## src/rtl/seg_pkg.sv

```systemverilog
// rtl/seg_pkg.sv - shared widths and digit index type for the seven-segment scan controller
package seg_pkg;
    localparam int NUM_DIGITS = 4;
    localparam int DIGIT_W    = 2;
    localparam int NIBBLE_W   = 4;

    typedef logic [DIGIT_W-1:0] digit_idx_t;
endpackage

```

## src/rtl/seg_scan_prescaler.sv

```systemverilog
// rtl/seg_scan_prescaler.sv - scan-rate prescaler, one tick per SCAN_DIV enabled cycles
module seg_scan_prescaler #(
    parameter int SCAN_DIV = 100000
) (
    input  logic CLK,
    input  logic RESETN,
    input  logic ENABLE,
    output logic tick
);
    localparam int CNT_W = $clog2(SCAN_DIV + 1);
    localparam logic [CNT_W-1:0] LAST = CNT_W'(SCAN_DIV - 1);

    logic [CNT_W-1:0] count;

    assign tick = ENABLE & (count == LAST);

    always_ff @(posedge CLK or negedge RESETN) begin
        if (!RESETN) begin
            count <= '0;
        end else if (tick) begin
            count <= '0;
        end else if (ENABLE) begin
            count <= count + 1'b1;
        end
    end
endmodule

```

## src/rtl/seg_scan_ctrl.sv

```systemverilog
// rtl/seg_scan_ctrl.sv - 4-digit scan controller with double-buffered value load
// Optional leading-zero blanking is built when SEG_LZB_EN is defined.
module seg_scan_ctrl
    import seg_pkg::*;
#(
    parameter int SCAN_DIV = 100000
) (
    input  logic                CLK,
    input  logic                RESETN,
    input  logic                ENABLE,
    input  logic                LOAD_VALID,
    output logic                LOAD_READY,
    input  logic [15:0]         LOAD_VALUE,
    input  logic [3:0]          LOAD_DOTS,
    output logic [DIGIT_W-1:0]  SEG_SELECT,
    output logic [NIBBLE_W-1:0] BIN,
    output logic                DOT,
    output logic                DIGIT_BLANK,
    output logic                FRAME_TICK
);
    logic       tick;
    digit_idx_t digit;
    digit_idx_t digit_nxt;
    logic [15:0] shadow_value;
    logic [15:0] active_value;
    logic [15:0] active_value_nxt;
    logic [3:0]  shadow_dots;
    logic [3:0]  active_dots;
    logic [3:0]  active_dots_nxt;
    logic        frame_end;
    logic        transfer;
    logic        commit;

    seg_scan_prescaler #(
        .SCAN_DIV (SCAN_DIV)
    ) u_prescaler (
        .CLK    (CLK),
        .RESETN (RESETN),
        .ENABLE (ENABLE),
        .tick   (tick)
    );

    assign SEG_SELECT = digit;

    // LOAD_READY doubles as the inverted pending flag, so the shadow is full when it is low.
    always_comb begin
        digit_nxt        = tick ? digit_idx_t'(digit + 1'b1) : digit;
        frame_end        = tick & (digit == digit_idx_t'(NUM_DIGITS - 1));
        transfer         = LOAD_VALID & LOAD_READY;
        commit           = ~LOAD_READY & (frame_end | ~ENABLE);
        active_value_nxt = commit ? shadow_value : active_value;
        active_dots_nxt  = commit ? shadow_dots  : active_dots;
    end

    always_ff @(posedge CLK or negedge RESETN) begin
        if (!RESETN) begin
            digit        <= '0;
            shadow_value <= '0;
            shadow_dots  <= '0;
            active_value <= '0;
            active_dots  <= '0;
            LOAD_READY   <= 1'b1;
            BIN          <= '0;
            DOT          <= 1'b0;
            FRAME_TICK   <= 1'b0;
        end else begin
            digit        <= digit_nxt;
            active_value <= active_value_nxt;
            active_dots  <= active_dots_nxt;
            if (transfer) begin
                shadow_value <= LOAD_VALUE;
                shadow_dots  <= LOAD_DOTS;
                LOAD_READY   <= 1'b0;
            end else if (commit) begin
                LOAD_READY   <= 1'b1;
            end
            BIN        <= active_value_nxt[{digit_nxt, 2'b00} +: NIBBLE_W];
            DOT        <= active_dots_nxt[digit_nxt];
            FRAME_TICK <= frame_end;
        end
    end

`ifdef SEG_LZB_EN
    // A digit is blank when it and every more significant nibble are zero and its dot is off.
    always_ff @(posedge CLK or negedge RESETN) begin
        if (!RESETN) begin
            DIGIT_BLANK <= 1'b0;
        end else begin
            DIGIT_BLANK <= (digit_nxt != '0)
                         && ((active_value_nxt >> {digit_nxt, 2'b00}) == 16'h0000)
                         && !active_dots_nxt[digit_nxt];
        end
    end
`else
    assign DIGIT_BLANK = 1'b0;
`endif
endmodule
```

## config.mk

```make
export PLATFORM = sky130hd
export DESIGN_NAME = seg_scan_ctrl
export DESIGN_NICKNAME = d
export VERILOG_FILES = /design/src/rtl/seg_pkg.sv /design/src/rtl/seg_scan_prescaler.sv /design/src/rtl/seg_scan_ctrl.sv
export SDC_FILE = /design/constraint.sdc
export NUM_CORES = 1
export LEC_CHECK = 0
export ABC_AREA = 1
export BUFFER_PORTS_ARGS = -buffer_cell sky130_fd_sc_hd__buf_2
export CAP_MARGIN = 20
export CORE_MARGIN = 2
export CORE_UTILIZATION = 45
export DETAILED_ROUTE_END_ITERATION = 8
export SYNTH_ARGS = -nofsm -noshare
export SYNTH_HDL_FRONTEND = slang
export SYNTH_SLANG_ARGS = --single-unit
```

## constraint.sdc

```tcl
create_clock -name CLK -period 1.99 [get_ports CLK]
set_clock_uncertainty 0.05 [all_clocks]
set_input_delay 0.4975 -clock CLK [delete_from_list [all_inputs] [get_ports CLK]]
set_output_delay 0.4975 -clock CLK [all_outputs]
set_load 0.005 [all_outputs]
```

=== Word level (Yosys, flattened, before mapping) ===
Index checks and enable logic that the tools add are counted.

* Flip-flop bits (word level): 66
* Input bits: 24
* Output and inout bits: 10

* $add $sub $neg: 2
* Magnitude comparators: 1
* Equality and inequality tests: 2
* Shift-type cells: 1
* Multiplexer cells: 9
* Bitwise gates (word level): 7
* Reduce and logical (&&, ||, !) cells: 2

{| class="wikitable"
|+ Operators by type and width
! operator !! count
|-
| 17-bit two-way mux || 2
|-
| 17-bit by 1-bit adder with 17-bit output (second input constant) || 1
|-
| 17-bit equality test (second input constant) || 1
|-
| 16-bit two-way mux || 1
|-
| 16-bit by 5-bit indexed part select with 4-bit output || 1
|-
| 1-bit AND || 4
|-
| 4-bit two-way mux || 1
|-
| 2-bit nonzero test || 2
|-
| 2-bit by 3-bit less-than comparator with 1-bit output (second input constant) || 1
|-
| 1-bit two-way mux || 3
|-
| 2-bit by 1-bit adder with 2-bit output (second input constant) || 1
|-
| 1-bit binary-select mux with 2-bit select || 1
|-
| 2-bit equality test (second input constant) || 1
|-
| 2-bit two-way mux || 1
|-
| 1-bit inverter || 2
|-
| 1-bit bitwise OR || 1
|}

=== Depth between registers and ports, before layout ===
Gate-level depths: netlist of the first run.

* Word-level depth: 8
* Gate-level depth with buffers: 13

=== By module ===
From an unflattened synthesis of the first run, not the netlist that was laid out.

* Cell total of the unflattened synthesis: 349
* Area, all modules: 3143.0 sq um

{| class="wikitable"
|+ Modules (own cells, without submodules)
! module !! times used !! cells each !! area each (sq um)
|-
| seg_scan_ctrl || 1 || 190 || 2073.2
|-
| seg_scan_prescaler || 1 || 159 || 1069.8
|}

=== Worst setup path after synthesis of the first run ===
No wires, ideal clock.

* Path type: reg2reg
* Start: reg u_prescaler.count[0]
* End: reg BIN[2]
* Arrival time: 1545 ps
* Setup slack: 277 ps
* Stages on the path, launching flop included: 12
* Cells stage by stage: dfrtp_1 ha_1 nand3_1 nor2_1 nand3_1 nand2_2 nand2_2 buf_6 nand2_1 nand3_1 nand3_1 nand2_1

* Longest elaborated chain between the ends: 7

{| class="wikitable"
|+ RTL lines
! element !! line !! RTL
|-
| start: declaration || seg_scan_prescaler.sv:13 || <nowiki>logic [CNT_W-1:0] count;</nowiki>
|-
| start signal: assignment || seg_scan_prescaler.sv:23 || <nowiki>count <= count + 1'b1;</nowiki>
|-
| 17-bit equality test * || seg_scan_prescaler.sv:15 || <nowiki>assign tick = ENABLE & (count == LAST);</nowiki>
|-
| 1-bit AND * || seg_scan_prescaler.sv:15 ||
|-
| 1-bit AND || seg_scan_ctrl.sv:48 || <nowiki>frame_end = tick & (digit == digit_idx_t'(NUM_DIGITS - 1));</nowiki>
|-
| 1-bit bitwise OR || seg_scan_ctrl.sv:50 || <nowiki>commit = ~LOAD_READY & (frame_end | ~ENABLE);</nowiki>
|-
| 1-bit AND || seg_scan_ctrl.sv:50 ||
|-
| 16-bit two-way mux || seg_scan_ctrl.sv:51 || <nowiki>active_value_nxt = commit ? shadow_value : active_value;</nowiki>
|-
| 16-bit by 5-bit indexed part select with 4-bit output * || seg_scan_ctrl.sv:77 || <nowiki>BIN <= active_value_nxt[{digit_nxt, 2'b00} +: NIBBLE_W];</nowiki>
|-
| end signal: assignment || seg_scan_ctrl.sv:77 ||
|-
| end: declaration || seg_scan_ctrl.sv:16 || <nowiki>output logic [NIBBLE_W-1:0] BIN,</nowiki>
|}

Mark *: on every way between the ends. The rest lies on a longest branch, timed or not.
A chain may end at the register's enable or synchronous reset.

=== Worst setup path after layout of the first run ===
* Start: reg u_prescaler.count[0]
* End: reg DOT

* Longest elaborated chain between the ends: 8

{| class="wikitable"
|+ RTL lines
! element !! line !! RTL
|-
| 17-bit equality test * || seg_scan_prescaler.sv:15 ||
|-
| 1-bit AND * || seg_scan_prescaler.sv:15 ||
|-
| 1-bit AND || seg_scan_ctrl.sv:48 ||
|-
| 1-bit bitwise OR || seg_scan_ctrl.sv:50 ||
|-
| 1-bit AND || seg_scan_ctrl.sv:50 ||
|-
| 4-bit two-way mux || seg_scan_ctrl.sv:52 || <nowiki>active_dots_nxt = commit ? shadow_dots : active_dots;</nowiki>
|-
| 1-bit binary-select mux with 2-bit select * || seg_scan_ctrl.sv:78 || <nowiki>DOT <= active_dots_nxt[digit_nxt];</nowiki>
|-
| 1-bit two-way mux (not written as such) * || seg_scan_ctrl.sv:78 ||
|-
| end signal: assignment || seg_scan_ctrl.sv:78 ||
|-
| end: declaration || seg_scan_ctrl.sv:17 || <nowiki>output logic DOT,</nowiki>
|}

Mark *: on every way between the ends. The rest lies on a longest branch, timed or not. The select of a mux whose other input is x is not followed.

==> results of run 1 <==
layer usage:
metal / up-vias / routed length, um / global-route usage
met1: 1112 / 3138 / 0.2820
li1: 1171 / - / -
met5: - / 0 / 0
met2: 42 / 2859 / 0.2876
met4: 0 / 99 / 0.08369
met3: 8 / 186 / 0.03465
logic make-up (layout without fill, tap and decap cells):
family / Yosys count / after routing / share of synthesized area
AOI/OAI and AO/OA: 17 / 17 / 0.03243
xor gates and xnor gates: 3 / 3 / 0.008733
adders and majority gates: 2 / 2 / 0.008315
buffers and inverters: 37 / 92 / 0.06029
DFF: 66 / 66 / 0.5493
muxes: 20 / 20 / 0.07485
other: 1 / 1 / 0.001246
and+or+nand+nor: 174 / 174 / 0.2649
cells in the mapped netlist, types with 2 or more instances:
cell	number	area share
xor2_1	2	0.0058
buf_6	3	0.011
nor4_1	2	0.0042
nand2_1	71	0.089
nand3_1	61	0.10
a211oi_1	2	0.0050
buf_4	5	0.012
mux2_2	20	0.075
nor3_1	7	0.012
dfrtp_1	65	0.54
nor2_1	16	0.020
ha_1	2	0.0083
inv_1	23	0.029
a21oi_1	4	0.0067
o21ai_0	8	0.013
clkbuf_1	4	0.0050
nand2_2	4	0.0083
nand4_1	9	0.019
through the flow:
stage	hold slack [ps]	power (mW)	TNS, ps	area [um^2]
floorplan	151.9	2.439	0	3009
global placement	399.0	2.707	-21.49	3334
detailed placement	404.2	2.729	-122.7	3334
CTS	121.8	4.133	0	3588
global route	127.3	4.382	-66.14	3608
finish	101.5	4.106	0	3608
path summary, 6_finish.rpt:
check / from / to / slack, ps / cells after the start
setup reg to reg: u_prescaler.count[0] / DOT / 190 / 10
hold reg to reg: active_value[10] / active_value[10] / 420 / 2
min in group CLK: LOAD_VALID / LOAD_READY / 260 / 2
setup / recovery: u_prescaler.count[0] / DOT / 190 / 10
max in group asynchronous: RESETN / LOAD_READY / 1460 / 2
hold / removal: RESETN / u_prescaler.count[7] / 100 / 2
layout make-up:
class / instances / area, um^2 / area share
Clock buffer: 9 / 123.9 / 0.03433
Clock inverter: 7 / 125.1 / 0.03467
Inverter: 25 / 95.09 / 0.02635
Multi-Input combinational cell: 217 / 1200 / 0.3325
Sequential cell: 66 / 1653 / 0.4580
Tap cell: 77 / 96.34 / 0.02670
Timing Repair Buffer: 51 / 315.3 / 0.08738
worst register-to-register path: stages, from the launching register on:
cell and delay (ps):
dfrtp_1 380, ha_1 200, nand3_2 130, nor2_4 170, nand3_1 100, nand2_2 110
nand2_4 160, nand2_1 160, nand3_1 90, nand3_1 90, nand2_1 60
timing repair:
action                                  in CTS  in global routing
endpoints found under the setup margin       5                  9
gates resized for setup                      1                  5
pin swaps                                    0                  0
state kept, by name, summed over array words and instances, names as in the netlist:
register           count
u_prescaler.count     17
active_value          16
shadow_value          16
BIN                    4
active_dots            4
shadow_dots            4
SEG_SELECT             2
DOT                    1
FRAME_TICK             1
LOAD_READY             1
power by group:
| group | leakage (nW) | total, mW | internal, mW | switching, mW |
|---|---|---|---|---|
| registers | 0.789 | 1.91 | 1.70 | 0.215 |
| clock network | 0.124 | 1.39 | 0.845 | 0.548 |
| logic | 0.897 | 0.800 | 0.361 | 0.439 |
==> results.yml, run 1 <==
placed_design:
  dp_hpwl_um: 4528
  gp_congestion: 0.7944
  dp.cells: 436
  port_buffers: 32
  preCtsSetupSlack_ps: -45.06
worst_setup_path:
  crit_fanout: 21
  worstPathArrival_ps: 1990
  cp_cell_sequence: "ha_1 -> nand3_2 -> nor2_4 -> nand3_1 -> nand2_2 -> nand2_4 -> nand2_1 -> nand3_1 -> nand3_1 -> nand2_1"
  cpPeakStageDelay_ps: 380
  critical_path.startpoint_type: "register"
  end_kind: "register"
  crit_buf_inv: 0
  crit_family: "simple AND/OR/NAND/NOR gates"
  crit_slowest_cell: "dfrtp_1"
  required_ps: 2170
  crit_type: "reg -> reg"
  crit_top_cell: "nand3_1"
routing:
  vias: 2333
  avgViaCountPerCell: 5.162
  post_drt_wl_per_cell_um: 13.90
  drt_wl_total_um: 6284
  first_pass_iters: 6
  ant_nets: 0
  first_iter_violations: 144
  drc: 0
timing:
  setup_ws_ps: 186.8
  rsz0062_at_grt: "true"
  slew_viol_final: 0
  timing.fmax_mhz: 554.6
  post-route-min-period_ps: 1803
  hold_viol: 0
  final-setup-viol-count: 0
  min_period_over_period: 0.9061
die:
  die_w_um: 85.78
  die_h_um: 85.78
  core-area_um2: 6422
  initial_core_util: 0.4685
  dieArea_um2: 7357
  rows: 29
  pin_count: 34
layout:
  final_layout_size_suffix_gt1_frac: 0.2693
  final-instance-count-excl-fill: 452
  layout_common_cells: "nand2_1 (71), dfrtp_1 (65), nand3_1 (60)"
  layout_commonest_cell: "nand2_1"
  nets: 396
  fillers: 593
  num_antenna_cells: 0
  area_delta_synth_final_pct: 19.92
  fin_util: 0.5619
logic_synthesis:
  synth-seq-cells: 66
  synthArstFlopShare: 1.000
  synthesis.nets: 346
  yosysWarnings: 0
  synth-seq-area-share: 0.5493
  synth_edf_count: 0
  netlist_instances: 320
  synth_area_per_cell_um2: 9.404
  synth.cell_area_um2: 3009
  synth_ff_type: "dfrtp_1"
  synth_cell_type_count: 30
clocking:
  insertion_delay_ps: 340
  clkTransAtPathRegs_ps: 80
  htreeDepth: 3
  cts_buffers: 9
  cts_setup_buffers: 0
  clock_sinks: 66
  tritoncts: "done"
  clk_path_buf_depth: 2
  cts_root_buf: "clkbuf_8"
  cts_hold_buf: 0
power:
  ir_drop_mv: 0.5576
  p_leak_nw: 1.810
  power_density_nw_per_um2: 1138
grt:
  grt_pass1_vias: 2344
  overflow: 0
  grtUsageTotal: 0.1943
  grt_pass1_wl_um: 11120
  antenna_found_initial: 0
  grt_max_degree: 67
worst_hold_path:
  hold_path.class: "in -> async"
run:
  cap_viol_max_count: 0
status:
  status: "finished clean"
Note: power is estimated with default switching activity, not from simulation.
==> inputs of run 2 (changes only) <==
==> constraint.sdc (replaced) <==
create_clock -name CLK -period 1.99 [get_ports CLK]
set_clock_uncertainty 0.05 [all_clocks]
set_input_delay 0.0995 -clock CLK [delete_from_list [all_inputs] [get_ports CLK]]
set_output_delay 0.0995 -clock CLK [all_outputs]
set_load 0.005 [all_outputs]
==> run 2 against run 1 <==
Non-clock buffer count grew 18. Critical path depth up 1. Sequential cell count is the same. Final cell count up 4.0%. First-iteration DRC count is 24% higher. Worst hold slack got worse by 35 ps. Design area up 4.4%. Register-to-register slack lost 20 ps. Highest routed layer unchanged.
==> results.yml, run 2 (synthesis gave the netlist of run 1 again) <==
routing:
  vias: 2438
  first_pass_iters: 6
  drc: 0
  first_iter_violations: 179
  avgViaCountPerCell: 5.187
  drt_wl_total_um: 6488
  ant_nets: 0
  post_drt_wl_per_cell_um: 13.80
timing:
  rsz0062_at_grt: "false"
  final-setup-viol-count: 0
  setup_ws_ps: 169.7
  slew_viol_final: 0
  hold_viol: 0
  setup_tns_ps: 0
  whs_ps: 66.27
  min_period_over_period: 0.9147
  timing.fmax_mhz: 549.4
  post-route-min-period_ps: 1820
placed_design:
  port_buffers: 32
  dp_hpwl_um: 4568
  preCtsSetupSlack_ps: 10.29
  dp.cells: 432
  gp_congestion: 0.8354
  post_dp_cell_area_um2: 3304
layout:
  area_delta_synth_final_pct: 25.24
  final_layout_size_suffix_gt1_frac: 0.2417
  final-instance-count-excl-fill: 470
  nets: 414
  layout_common_cells: "nand2_1 (71), dfrtp_1 (65), nand3_1 (61)"
  regMostFlops: "u_prescaler.count"
  fin_util: 0.5868
  largest_reg_flops: 17
  design_area_um2: 3769
  layout_commonest_cell: "nand2_1"
  largestRegisters: "u_prescaler.count: 17 flops, active_value: 16 flops, shadow_value: 16 flops"
  num_antenna_cells: 0
grt:
  grt_most_used_layer: "met2"
  grt_pass1_wl_um: 11330
  overflow: 0
  antenna_found_initial: 0
  grt_use_met1: 0.2836
  grt_use_met3: 0.03754
  grt_max_degree: 67
  grt_util_met2: 0.3004
  grtUsageTotal: 0.1996
  grt_pass1_vias: 2436
run:
  cap_viol_max_count: 0
worst_setup_path:
  cpPeakStageDelay_ps: 440
  crit_family: "simple AND/OR/NAND/NOR gates"
  crit_top_cell: "nand3_1"
  critical_path.startpoint_type: "register"
  crit_fanout: 8
  end_kind: "register"
  crit_type: "reg -> reg"
  crit_buf_inv: 2
  cp_cell_sequence: "nor2_1 -> nand3_1 -> nor2_2 -> nand2_4 -> clkinv_2 -> nand2_1 -> nand2_4 -> buf_4 -> nand3_1 -> nand3_1 -> nand2_1"
  crit_slowest_cell: "dfrtp_1"
  worstPathArrival_ps: 2000
  required_ps: 2170
power:
  power_density_nw_per_um2: 1050
  p_leak_nw: 1.872
  p_total_mw: 3.957
  ir_drop_mv: 0.6289
status:
  status: "finished clean"
clocking:
  clkTransAtPathRegs_ps: 70
  htreeDepth: 3
  cts_buffers: 9
  tritoncts: "done"
  clk_path_buf_depth: 2
  insertion_delay_ps: 340
  clock_sinks: 66
  cts_setup_buffers: 0
  cts_root_buf: "clkbuf_8"
die:
  dieArea_um2: 7357
  die_h_um: 85.78
  die_w_um: 85.78
  pin_count: 34
  rows: 29
  initial_core_util: 0.4685
  core-area_um2: 6422
worst_hold_path:
  hold_path.class: "in -> reg"
run 2: cell types whose count changed in the layout (fill, tap and decap cells not counted), moves of 2 or more:
cell / before / now
clkinv_2: 1 / 3
buf_4: 18 / 14
inv_6: 2 / 0
dlygate4sd3_1: 0 / 22
clkinv_4: 2 / 0
run 2: cell type report:
class / count / area [um^2]
clock buffer: 11 / 141.4
clock inverter: 5 / 77.57
fill: 555 / 2654
inverter: 25 / 97.59
multi-input combinational: 217 / 1197
sequential: 66 / 1653
tap: 77 / 96.34
timing repair buffer: 69 / 505.5
run 2: where the power goes:
part / internal (mW) / switching (mW) / leakage [nW]
sequential: 1.70 / 0.212 / 0.789
combinational: 0.372 / 0.436 / 0.973
clock: 0.736 / 0.502 / 0.109
run 2: metal layers:
metal  share of wire  up-vias
met1            0.49     1160
met5               0        -
met3           0.042       10
met2            0.45       66
met4           0.016        0
li1                -     1202
run 2: what timing repair did:
action	in CTS	in global routing
gates cloned	0	0
endpoints found under the hold margin	86	0
gates resized for setup	1	5
pin swaps	0	1
hold buffers	22	0
endpoints found under the setup margin	2	7
run 2: worst paths after layout:
kind	end	startpoint	slack, ps	cells past startpoint
setup / recovery	BIN[0]	u_prescaler.count[11]	170	11
hold / removal	u_prescaler.count[1]	ENABLE	70	3
setup reg to reg	BIN[0]	u_prescaler.count[11]	170	11
hold reg to reg	active_value[6]	active_value[6]	410	2
max in group asynchronous	LOAD_READY	RESETN	1320	3
min in group asynchronous	u_prescaler.count[11]	RESETN	240	3
run 2: worst min-delay path, delay by kind of cell:
kind | cells | cell delay, ps
buf+inv | 1 | 170
simple gates | 2 | 140
